[config.mk]
export PLATFORM = sky130hd
export DESIGN_NAME = ibex_conv_window_gen
export DESIGN_NICKNAME = d
export VERILOG_FILES = /design/src/rtl/ibex_conv_window_gen.sv
export SDC_FILE = /design/constraint.sdc
export NUM_CORES = 1
export LEC_CHECK = 0
export CORE_ASPECT_RATIO = 0.5
export CORE_UTILIZATION = 30
export CTS_CLUSTER_SIZE = 20
export DETAILED_ROUTE_END_ITERATION = 7
export GPL_TIMING_DRIVEN = 0
export PLACE_DENSITY_LB_ADDON = 0.08
export SLEW_MARGIN = 25
export SYNTH_ARGS = -nofsm -noshare
export SYNTH_HDL_FRONTEND = slang
export SYNTH_SLANG_ARGS = --single-unit
[constraint.sdc]
create_clock -name clk_i -period 10.6 [get_ports clk_i]
set_clock_uncertainty 0.2 [all_clocks]
set_input_delay 1.59 -clock clk_i [delete_from_list [all_inputs] [get_ports clk_i]]
set_output_delay 1.59 -clock clk_i [all_outputs]
set_load 0.05 [all_outputs]
[src/rtl/ibex_conv_window_gen.sv]
// ibex_conv_window_gen
// Streaming 3x3 window generator. It takes a raster-order 8-bit pixel stream
// for one frame and keeps the two previous lines in line buffers. For each
// interior pixel it emits one packed 3x3 neighbourhood.
//   clk_i, rst_ni              clock, async active-low reset
//   start_i, cfg_width_i,
//   cfg_height_i               frame start request with its W/H (IDLE only)
//   pix_i, pix_valid_i,
//   pix_ready_o                pixel input handshake
//   win_o, win_valid_o,
//   win_ready_i, win_last_o    window output handshake (single-entry register)
//                              win_o byte k: C,N,S,W,E,NW,NE,SW,SE; [127:72]=0
//   busy_o                     not IDLE
//   frame_done_o               pulse after the final window is consumed
//   cfg_err_o                  pulse after a rejected start
module ibex_conv_window_gen #(
   parameter int MAX_WIDTH = 64,
   parameter int CW        = $clog2(MAX_WIDTH+1)
) (
   input  logic           clk_i,
   input  logic           rst_ni,
   input  logic           start_i,
   input  logic [CW-1:0]  cfg_width_i,
   input  logic [CW-1:0]  cfg_height_i,
   input  logic [7:0]     pix_i,
   input  logic           pix_valid_i,
   output logic           pix_ready_o,
   output logic [127:0]   win_o,
   output logic           win_valid_o,
   input  logic           win_ready_i,
   output logic           win_last_o,
   output logic           busy_o,
   output logic           frame_done_o,
   output logic           cfg_err_o
);

   localparam logic [1:0] ST_IDLE  = 2'd0;
   localparam logic [1:0] ST_RUN   = 2'd1;
   localparam logic [1:0] ST_DRAIN = 2'd2;

   localparam int            AW    = (MAX_WIDTH > 1) ? $clog2(MAX_WIDTH) : 1;
   localparam logic [CW-1:0] MAX_W = CW'(MAX_WIDTH);

   logic [1:0]    state_q, state_d;
   logic [CW-1:0] row_q, row_d, col_q, col_d;
   logic [CW-1:0] width_q, width_d, height_q, height_d;
   logic [71:0]   win_q, win_d;
   logic          win_valid_q, win_valid_d;
   logic          win_last_q, win_last_d;
   logic          frame_done_q, frame_done_d;
   logic          cfg_err_q, cfg_err_d;
   // cols[i][j]: column i (0 = oldest, c-2) and row j (0 = r-2, 2 = current r)
   logic [2:0][2:0][7:0] cols_q, cols_d;

   logic [7:0] lb0 [MAX_WIDTH];   // row r-1
   logic [7:0] lb1 [MAX_WIDTH];   // row r-2

   logic [AW-1:0] lb_idx;
   logic [7:0]    a1, a2;
   logic          accept, last_col, last_pix, emit, cfg_ok;

   assign pix_ready_o  = (state_q == ST_RUN) && (!win_valid_q || win_ready_i);
   assign accept       = pix_valid_i && pix_ready_o;
   // Column never exceeds MAX_WIDTH-1, so the low bits are a full index.
   assign lb_idx       = col_q[AW-1:0];
   assign a1           = lb0[lb_idx];
   assign a2           = lb1[lb_idx];
   assign last_col     = (col_q == width_q - CW'(1));
   assign last_pix     = last_col && (row_q == height_q - CW'(1));
   // Rows/columns 0 and 1 only prime the buffers; this also hides stale
   // line-buffer data left over from the previous frame.
   assign emit         = accept && (row_q >= CW'(2)) && (col_q >= CW'(2));
   assign cfg_ok       = (cfg_width_i >= CW'(3)) && (cfg_width_i <= MAX_W) &&
                         (cfg_height_i >= CW'(3));

   assign win_o        = {56'd0, win_q};
   assign win_valid_o  = win_valid_q;
   assign win_last_o   = win_last_q;
   assign busy_o       = (state_q != ST_IDLE);
   assign frame_done_o = frame_done_q;
   assign cfg_err_o    = cfg_err_q;

   always_comb begin
      state_d      = state_q;
      row_d        = row_q;
      col_d        = col_q;
      width_d      = width_q;
      height_d     = height_q;
      cols_d       = cols_q;
      win_d        = win_q;
      win_valid_d  = win_valid_q;
      win_last_d   = win_last_q;
      frame_done_d = 1'b0;
      cfg_err_d    = 1'b0;

      if (accept) begin
         cols_d[0]    = cols_q[1];
         cols_d[1]    = cols_q[2];
         cols_d[2][0] = a2;
         cols_d[2][1] = a1;
         cols_d[2][2] = pix_i;
      end

      // Window is taken from the post-shift columns, centred at (r-1, c-1).
      if (emit) begin
         win_valid_d = 1'b1;
         win_last_d  = last_pix;
         win_d       = {cols_d[2][2], cols_d[0][2], cols_d[2][0], cols_d[0][0],
                        cols_d[2][1], cols_d[0][1], cols_d[1][2], cols_d[1][0],
                        cols_d[1][1]};
      end else if (win_ready_i) begin
         win_valid_d = 1'b0;
         win_last_d  = 1'b0;
      end

      case (state_q)
         ST_IDLE: begin
            if (start_i) begin
               if (cfg_ok) begin
                  state_d  = ST_RUN;
                  width_d  = cfg_width_i;
                  height_d = cfg_height_i;
                  row_d    = '0;
                  col_d    = '0;
               end else begin
                  cfg_err_d = 1'b1;
               end
            end
         end
         ST_RUN: begin
            if (accept) begin
               if (last_col) begin
                  col_d = '0;
                  row_d = row_q + CW'(1);
               end else begin
                  col_d = col_q + CW'(1);
               end
               if (last_pix) begin
                  state_d = ST_DRAIN;
                  row_d   = '0;
                  col_d   = '0;
               end
            end
         end
         ST_DRAIN: begin
            // The only pending window here is the last one of the frame.
            if (win_valid_q && win_ready_i) begin
               state_d      = ST_IDLE;
               frame_done_d = 1'b1;
            end
         end
         default: state_d = ST_IDLE;
      endcase
   end

   always_ff @(posedge clk_i or negedge rst_ni) begin
      if (!rst_ni) begin
         state_q      <= ST_IDLE;
         row_q        <= '0;
         col_q        <= '0;
         width_q      <= '0;
         height_q     <= '0;
         cols_q       <= '0;
         win_q        <= '0;
         win_valid_q  <= 1'b0;
         win_last_q   <= 1'b0;
         frame_done_q <= 1'b0;
         cfg_err_q    <= 1'b0;
      end else begin
         state_q      <= state_d;
         row_q        <= row_d;
         col_q        <= col_d;
         width_q      <= width_d;
         height_q     <= height_d;
         cols_q       <= cols_d;
         win_q        <= win_d;
         win_valid_q  <= win_valid_d;
         win_last_q   <= win_last_d;
         frame_done_q <= frame_done_d;
         cfg_err_q    <= cfg_err_d;
      end
   end

   // Line buffers hold no reset; contents are never observed before rewrite.
   always_ff @(posedge clk_i) begin
      if (accept) begin
         lb1[lb_idx] <= a1;
         lb0[lb_idx] <= pix_i;
      end
   end

endmodule

==> impl_metrics.ini <==
[die]
dieHeight_um = 283
design.die.area_sq_mm = 0.160
die_w_um = 564
rows = 102
core_area_sq_mm = 0.156
io_pins = 161
initial_core_util_pct = 30.4

[setup_path]
cpMostUsedCell = buf_2
critical-path-max-stage-delay_ns = 0.88
path_cells = buf_6 -> buf_2 -> buf_4 -> buf_2 -> buf_2 -> mux2i_1 -> o22ai_1 -> a221oi_1 -> o22ai_1 -> nor2_1 -> nand2_4 -> buf_16
crit_buf_inv = 6
crit_slowest_cell = a221oi_1
worst_setup_path_end_kind = flop
crit_path_max_fanout = 56
path_delay_family = buffers and inverters
worstSetupPathType = reg2reg
worst_ep_required_time_ns = 10.83
start_kind = flop
crit_arrival_ns = 6.99

[drt]
wl_per_cell_um = 38.0
routed_wl_mm = 208
drt_first_pass_iters = 5
vias = 30100
drc = 0
vias_per_cell = 5.51
drt_iter0_drc = 4189
ant_nets = 0

[placement]
dpl.hpwl_mm = 139
routabilityCongestion = 0.962
port_buffers = 104
dp_cells = 5251

[sta]
worstMarginPinSlew_ns = 1.23
hold_viol = 0
rsz0062_at_grt = no
slew_headroom_pct = 17.8
slew_viol_final = 0
post-route-period-util_pct = 63.7
setup_viol = 0
fmax_mhz = 148
fin_crit_ns = 6.75

[clock_tree]
clock_latency_ns = 0.76
postCtsSetupBuffers = 0
clkTransAtPathRegs_ns = 0.06
cts_resized = 0
root_buffer = clkbuf_16
clock_sinks = 1202
cts_tree = built
clock_path_buffers = 3
postCtsHoldBufs = 0
cts_made_buffers = 116
cts_max_level = 3

[power_and_ir_drop]
peakVddDrop_mv = 0.184
p_leak_nw = 19.4
p_per_area_mw_per_mm2 = 298

[global_routing]
grt_pass1_vias = 28600
grt_max_degree = 83
grt_pass1_wl_mm = 273
grt_util_all_layers_pct = 25.8
grt_antenna_before_repair = 19
grt-ovfl-total = 0

[synthesis]
synth-seq-cells = 1202
ys.flop_type = edfxtp_1
yosysTopAreaCellShare_pct = 64.9
ys_types = 74
synth.most_common_cell = edfxtp_1
postSynthCellCount = 2928
synth_area_sq_mm = 0.0474
synth_common_cells = edfxtp_1, nor2_1, nand2_1, dfrtp_1, mux2i_1
yosysSeqAreaShare_pct = 74.3
ys_warn_count = 0
async_flop_share_pct = 14.8
avgSynthCellArea_sq_um = 16.2
synth.area.top_cells = edfxtp_1, dfrtp_1, mux4_2
synth_top_cell_by_area = edfxtp_1
synth_edf_count = 1024

[final_layout]
area_growth_pct = 20.8
fin_cells = 5468
final_util_pct = 36.8
drive_above_1_share_pct = 20.2
seqCellArea_sq_mm = 0.0352
fill_cells = 14700
nNetsFinal = 3322
multi_input_area_sq_mm = 0.0116

[job]
maxCapViolations = 0

[run_status]
outcome = finished, final reports clean

[worst_hold_path]
holdCritPathClass = reg2reg
registers in the layout (all words and copies together), names as in the netlist, 7 cells and up:
name      flops
width_q       7
col_q         7
lb1         512
cols_q       72
win_q        72
lb0         512
row_q         7
height_q      7
cell families (layout without fill, tap and decap cells):
family	Yosys count	count (layout)	share of synthesized area, %
and+or+nand+nor	681	681	5.95
buffers and inverters	234	632	2.85
adders and majority gates	6	6	0.159
xor gates and xnor gates	23	23	0.425
AOI/OAI and AO/OA	465	465	7.15
DFF	1202	1202	74.3
muxes	316	316	9.11
other	1	63	0.00792
worst register-to-register path: stages (launching register included):
cell	delay, ns
dfrtp_1	0.50
buf_6	0.21
buf_2	0.67
buf_4	0.42
buf_2	0.66
buf_2	0.83
mux2i_1	0.26
o22ai_1	0.15
a221oi_1	0.88
o22ai_1	0.31
nor2_1	0.78
nand2_4	0.24
buf_16	0.29
stage by stage:
stage                     TNS [ns]  setup WS (ns)  hold WS, ns  instance area (sq um)  power (W)
after detailed placement         0           3.87        0.261                  53600     0.0129
after CTS                        0           4.25        0.278                  57200     0.0169
after global placement       -4.27        -0.0595        0.260                  51200     0.0126
after floorplan                  0           6.41        0.241                  47600    0.00928
final                            0           3.85        0.276                  57200     0.0170
after global routing             0           3.96        0.297                  57200     0.0174
path summary, 6_finish.rpt:
path                                      start                    end  slack (ns)  depth (start not counted)
min in group asynchronous                rst_ni  win_q[60]$_DFFE_PN0P_        0.53                          1
hold / removal              cols_q[1]$_DFF_PN0_    cols_q[1]$_DFF_PN0_        0.28                          2
max in group asynchronous                rst_ni   col_q[1]$_DFFE_PN0P_        8.57                          3
setup / recovery           col_q[2]$_DFFE_PN0P_   lb1[55][3]$_DFFE_PP_        3.85                         12
hold reg to reg             cols_q[1]$_DFF_PN0_    cols_q[1]$_DFF_PN0_        0.28                          2
setup reg to reg           col_q[2]$_DFFE_PN0P_   lb1[55][3]$_DFFE_PP_        3.85                         12
cell type report:
| type | count | share of cell area, % |
|---|---|---|
| inverters | 10 | 0.0700 |
| repair buffers | 188 | 4.95 |
| plain buffers | 224 | 2.36 |
| diodes | 7 | 0.0306 |
| clock inverters | 56 | 0.708 |
| multi-input cells | 1547 | 20.3 |
| clock buffers | 154 | 5.52 |
| well taps | 2080 | 4.55 |
| flip-flops and latches | 1202 | 61.5 |
layout by cell type (no fill, tap or decap), types with 10 or more instances in the layout:
cell and n:
mux2_2 60, buf_12 17, mux4_2 84, a21oi_1 64
edfxtp_1 1024, conb_1 56, nand2_1 258, a221oi_1 87
nor2_1 251, clkbuf_2 22, o22ai_1 72, nor2b_1 13
clkdlybuf4s50_1 95, a221o_1 13, o221ai_1 11, buf_8 15
clkinv_2 23, clkbuf_16 119, nand3_1 11, buf_4 90
dfrtp_1 178, buf_16 42, o21ai_0 50, a31oi_1 10
buf_6 22, clkbuf_1 77, buf_2 56, a22o_1 55
xnor2_1 16, mux2i_1 163, nor2_4 65, a22oi_1 36
clkinv_1 18
where the power goes:
part	leakage, nW	internal, W	switching (W)
logic	6.24	0.00178	0.00495
registers	11.5	0.00602	0.000206
clock network	1.75	0.00218	0.00189
layer usage:
layer | part of all wire (%) | global-route usage [%]
met1 | 44 | 37.3
met3 | 9.9 | 6.99
met4 | 3.8 | 8.86
met5 | 0.021 | 0
met2 | 42 | 36.9
(Power assumes the default switching activity.)
